`config.mk`:
```
export PLATFORM = sky130hd
export DESIGN_NAME = ifetch
export DESIGN_NICKNAME = d
export VERILOG_FILES = /design/src/rtl/ifetch.sv
export SDC_FILE = /design/constraint.sdc
export NUM_CORES = 1
export LEC_CHECK = 0
export ABC_CLOCK_PERIOD_IN_PS = 2600
export CAP_MARGIN = 20
export CORE_ASPECT_RATIO = 1.75
export CORE_UTILIZATION = 30
export CTS_CLUSTER_DIAMETER = 120
export DETAILED_ROUTE_END_ITERATION = 8
export PLACE_DENSITY = 0.66
export SKIP_LAST_GASP = 1
export SYNTH_ARGS = -nofsm -noshare
export SYNTH_HDL_FRONTEND = slang
export SYNTH_SLANG_ARGS = --single-unit
```
`constraint.sdc`:
```
create_clock -name clk -period 2.6 [get_ports clk]
set_input_delay 0.52 -clock clk [delete_from_list [all_inputs] [get_ports clk]]
set_output_delay 0.52 -clock clk [all_outputs]
set_load 0.005 [all_outputs]
```
`src/rtl/ifetch.sv`:
```
// Instruction fetch unit: owns the PC, fetches words over a req/ack memory port, and hands them to the core as ir.
// Optional build macro IFETCH_TIMEOUT_EN adds a WAIT-state watchdog that substitutes a NOP and sets a sticky fault.
module ifetch #(
  parameter int                ADDR_W   = 16,
  parameter logic [ADDR_W-1:0] RESET_PC = '0,
  parameter int                TIMEOUT  = 15
) (
  input  logic              clk,
  input  logic              rst_f,
  input  logic              fetch_req,
  input  logic              br_load,
  input  logic [ADDR_W-1:0] br_addr,
  output logic              imem_req,
  output logic [ADDR_W-1:0] imem_addr,
  input  logic              imem_ack,
  input  logic [31:0]       imem_rdata,
  output logic [31:0]       ir,
  output logic              ir_valid,
  output logic [ADDR_W-1:0] pc,
  output logic              busy,
  output logic              fault
);

  // state  | meaning
  // S_IDLE | no access outstanding; branches load pc directly, fetch_req launches a read
  // S_WAIT | read outstanding; req/addr held, branches parked as a pending redirect
  typedef enum logic {S_IDLE, S_WAIT} state_t;

  state_t            state;
  logic              redir_pend;
  logic [ADDR_W-1:0] redir_addr;
  logic [ADDR_W-1:0] pc_next_ack;
  logic [ADDR_W-1:0] pc_next_abort;

  // A branch in the completing cycle beats anything parked earlier.
  always_comb begin
    pc_next_abort = pc;
    if (br_load)
      pc_next_abort = br_addr;
    else if (redir_pend)
      pc_next_abort = redir_addr;
    pc_next_ack = pc + ADDR_W'(1);
    if (br_load)
      pc_next_ack = br_addr;
    else if (redir_pend)
      pc_next_ack = redir_addr;
  end

`ifdef IFETCH_TIMEOUT_EN
  localparam int CNT_W = (TIMEOUT > 1) ? $clog2(TIMEOUT + 1) : 1;
  logic [CNT_W-1:0] wait_cnt;
  logic             wait_expired;

  assign wait_expired = (wait_cnt == CNT_W'(TIMEOUT - 1));
`else
  logic unused_timeout_cfg;
  assign unused_timeout_cfg = ^TIMEOUT;
`endif

  always_ff @(posedge clk or posedge rst_f) begin
    if (rst_f) begin
      state      <= S_IDLE;
      pc         <= RESET_PC;
      ir         <= 32'h0;
      ir_valid   <= 1'b0;
      imem_req   <= 1'b0;
      imem_addr  <= '0;
      busy       <= 1'b0;
      fault      <= 1'b0;
      redir_pend <= 1'b0;
      redir_addr <= '0;
`ifdef IFETCH_TIMEOUT_EN
      wait_cnt   <= '0;
`endif
    end else begin
      ir_valid <= 1'b0;
      case (state)
        S_IDLE: begin
          if (br_load)
            pc <= br_addr;
          if (fetch_req) begin
            imem_addr <= br_load ? br_addr : pc;
            imem_req  <= 1'b1;
            busy      <= 1'b1;
            state     <= S_WAIT;
`ifdef IFETCH_TIMEOUT_EN
            wait_cnt  <= '0;
`endif
          end
        end
        S_WAIT: begin
          if (imem_ack) begin
            ir         <= imem_rdata;
            ir_valid   <= 1'b1;
            imem_req   <= 1'b0;
            busy       <= 1'b0;
            redir_pend <= 1'b0;
            pc         <= pc_next_ack;
            state      <= S_IDLE;
          end
`ifdef IFETCH_TIMEOUT_EN
          else if (wait_expired) begin
            // Abort with a NOP so the core keeps stepping; pc only moves on a redirect.
            ir         <= 32'h0;
            ir_valid   <= 1'b1;
            imem_req   <= 1'b0;
            busy       <= 1'b0;
            fault      <= 1'b1;
            redir_pend <= 1'b0;
            pc         <= pc_next_abort;
            state      <= S_IDLE;
          end
`endif
          else begin
            if (br_load) begin
              redir_pend <= 1'b1;
              redir_addr <= br_addr;
            end
`ifdef IFETCH_TIMEOUT_EN
            wait_cnt <= wait_cnt + CNT_W'(1);
`endif
          end
        end
        default: state <= S_IDLE;
      endcase
    end
  end

endmodule
```
## Word level (Yosys, flattened, before mapping)

Index checks and enable logic that the tools add are counted.

| cells by class | value |
|---|---|
| add/sub/neg operators | 1 |
| equality and inequality tests | 2 |
| multiplexer cells | 15 |
| bitwise operators | 2 |
| reduce and logical (&&, ||, !) cells | 6 |

Operators by type and width:

| kind | number |
|---|---|
| $mux W16 | 4 |
| $pmux W16 S2 | 1 |
| $add A16 B1 Y16 const B | 1 |
| $mux W1 | 8 |
| $reduce_and A2 Y1 | 4 |
| $ne A2 B2 Y1 const B | 2 |
| $pmux W1 S2 | 2 |
| $reduce_and A3 Y1 | 1 |
| $not A1 Y1 | 2 |
| $reduce_bool A2 Y1 | 1 |

| storage, ports and cells | value |
|---|---|
| flip-flop bits (word level) | 84 |
| bits of input ports | 53 |
| output and inout port bits | 68 |
| word-level logic and storage cells | 34 |

## Depth between registers and ports, before layout

| logic depth | value |
|---|---|
| word-level depth | 5 |
| mapped depth | 6 |
| gate-level depth less buffers | 5 |

## Least setup slack after synthesis

Ideal clock, no wire load.

| timing path | value |
|---|---|
| path kind | input -> register |
| start | input imem_ack |
| end | register redir_addr[0] |
| setup time | 127 ps |
| arrival | 1430 ps |
| data required time | 2473 ps |
| setup slack | 1043 ps |
| cell stages on the path | 5 |
| path through | nand2b_1 > or2_1 > buf_2 > buf_6 > mux2_1 |

| on the way | value |
|---|---|
| longest elaborated chain between the ends | 2 |

Ends and longest elaborated chain:

| item | RTL line | RTL |
|---|---|---|
| start, declared | 15 | `input logic imem_ack,` |
| $not A1 Y1 (no line) | -- |  |
| $reduce_and A3 Y1 (no line) | -- |  |
| end signal, assigned | 117 | `redir_addr <= br_addr;` |
| end, declared | 31 | `logic [ADDR_W-1:0] redir_addr;` |

No other way between the ends.
A chain may end at the register's enable or synchronous reset.

## Final worst setup path

| timing path | value |
|---|---|
| start | input imem_ack |
| end | register redir_addr[4] |

The elaborated chain is that of the path after synthesis.

==> results.json <==
{
  "status": "finished clean",
  "rows": 55,
  "synth_area_leaders": "dfrtp_1 53%, mux2_2 11%, mux2i_1 5.3%",
  "p_per_area_nw_per_um2": 840,
  "ys_ff_latch": 84,
  "grt_pass1_wl_um": 17000,
  "cts_made_buffers": 9,
  "postCtsSetupBuffers": 0,
  "die-area_sq_um": 13700,
  "ioPinCount": 121,
  "drc": 0,
  "holdBufCountCts": 0,
  "postRouteAntennaNets": 0,
  "nNetsFinal": 507,
  "synth_fp_nets": 394,
  "min_path_type": "in2async",
  "die_x_um": 88.9,
  "period_share_pct": 79.3,
  "tns_ns": 0,
  "fillers": 1234,
  "worst_slack_ns": 0.537,
  "hpwl_um": 7490,
  "worstSkewPairLatency_ns": 0.34,
  "setup_viol": 0,
  "syn-cell-area_sq_um": 3960,
  "synth_cell_type_count": 52,
  "max-vdd-ir-drop_uv": 382,
  "die_h_um": 154,
  "timing.fmax_ghz": 0.485,
  "maxSlewViolCount": 0,
  "core_sq_um": 12900,
  "arrival_ns": 2.29,
  "worstSetupStartpoint": "imem_ack",
  "synth_async_sr_flop_share_pct": 100,
  "ff_latch_area_sq_um": 2100,
  "grt.total_usage_pct": 16.4,
  "drive_above_1_share_pct": 15.9,
  "r2r-start": "state",
  "n_antenna_cell": 0,
  "htree_levels": 3,
  "drt-pass1-iter-count": 6,
  "first_iter_violations": 211,
  "end_kind": "flop",
  "clk_path_buf_depth": 2,
  "synthToLayoutAreaGrowth_pct": 42.3,
  "final_common_cell": "clkdlybuf4s50_1",
  "leakagePower_nw": 2.32,
  "clk_pin_slew_ns": 0.07,
  "grt_antenna_before_repair": 0,
  "gp_congestion": 0.775,
  "finalClockSkew_ns": 0.00783,
  "max-slew-margin-rel_pct": 46.5,
  "wl_um": 10600,
  "critPathKind": "in2reg",
  "synthCells": 340,
  "wl_per_cell_um": 16.8,
  "cap_violations": 0,
  "crit_fanout": 16,
  "synth_edf_count": 0,
  "cp-start-kind": "primary input",
  "cts_tree": "done",
  "io_buffers": 119,
  "clockRootBuffer": "clkbuf_16",
  "initial_utilization_pct": 30.6,
  "period_minus_slack_ns": 2.06,
  "dp_slack_ns": 0.196,
  "grt-ovfl-total": 0,
  "grt_pass1_vias": 3309,
  "cts.sinks": 84,
  "ys_seq_area_share_pct": 53.1,
  "cts_resized": 0,
  "syn_avg_cell_area_sq_um": 11.7,
  "crit_required_ns": 2.82,
  "synth_top_area_share_pct": 53.1,
  "ys_warn_count": 1,
  "vias": 3146,
  "avgViaCountPerCell": 5.00,
  "tightest_slew_ns": 0.803,
  "grt_max_degree": 76,
  "multi_input_area_sq_um": 1710,
  "yosysTopAreaCell": "dfrtp_1",
  "rsz0062_at_grt": "no",
  "finalHoldViolCount": 0,
  "rrSetupSlack_ns": 0.78,
  "ys.flop_type": "dfrtp_1",
  "final_cell_mix": "118 x clkdlybuf4s50_1, 84 x dfrtp_1, 39 x mux2_2, 31 x nand2_1, 22 x o21ai_0"
}
==> power by group <==
group	switching [mW]	total (mW)	internal, mW
clock	0.572	1.36	0.788
sequential	0.307	1.95	1.65
combinational	0.533	1.42	0.884
total	1.41	4.73	3.32
==> flip-flops by register name, summed over array words and instances (netlist names) <==
signal and count:
redir_pend 1, busy 1, ir 32, state 1
redir_addr 16, pc 16, ir_valid 1, imem_addr 16
==> final timing paths <==
path | end | cells past startpoint
worst max-delay path | redir_addr[4] | 4
worst min-delay path | imem_addr[0] | 2
worst max register to register | redir_addr[4] | 3
worst min register to register | imem_addr[15] | 2
max in group asynchronous | ir[8] | 3
min in group clk | imem_addr[15] | 2
==> cells by family (layout without fill, tap and decap cells) <==
| family | after synthesis | after routing | share of synthesized area (%) |
|---|---|---|---|
| other cells | 1 | 1 | 0.0947 |
| fa+ha+maj | 1 | 1 | 0.316 |
| buf+inv | 31 | 149 | 3.85 |
| xor+xnor | 5 | 5 | 1.11 |
| simple gates | 75 | 75 | 10.3 |
| flops | 84 | 84 | 53.1 |
| compound gates | 73 | 73 | 12.0 |
| mux | 70 | 70 | 19.2 |
==> cells in the mapped netlist, drive strengths merged, types with 5 or more instances <==
| cell type | instances |
|---|---|
| a21oi | 11 |
| a32oi | 5 |
| buf | 18 |
| clkbuf | 7 |
| dfrtp | 84 |
| inv | 5 |
| mux2 | 49 |
| mux2i | 21 |
| nand2 | 31 |
| nand3 | 8 |
| nor2 | 8 |
| nor3 | 6 |
| o21ai | 26 |
| o22ai | 8 |
==> per-stage QoR <==
step                      hold slack [ns]  instances  total power [mW]  util [%]  instance area, sq um
after floorplan                     0.456        340              2.58         -                  3970
after global placement              0.461        613              3.36      41.1                  5320
after detailed placement            0.470        613              3.41      41.1                  5320
after CTS                           0.469        629              4.79      43.6                  5640
after global routing                0.473        629              5.00      43.6                  5640
final                               0.468        629              4.73      43.6                  5640
==> layout make-up <==
| cell class | instances | area share, % |
|---|---|---|
| Sequential cell | 84 | 37.3 |
| Timing Repair Buffer | 127 | 22.6 |
| Clock inverter | 6 | 1.33 |
| Inverter | 6 | 0.466 |
| Multi-Input combinational cell | 225 | 30.3 |
| Clock buffer | 10 | 4.24 |
| Tap cell | 171 | 3.80 |
==> worst max-delay path, cell delays in order <==
cell             delay (ns)
clkdlybuf4s50_1        0.56
nand2b_1               0.15
or2_1                  0.64
mux2_2                 0.41
==> metal layers <==
metal	wire length (um)	global-route usage, %	share of wire (%)
met1	4140	18.8	39
met2	5660	28.5	53
met3	620	4.46	5.9
met4	168	5.61	1.6
met5	0	0	0
Note: power is estimated with default switching activity, not from simulation.
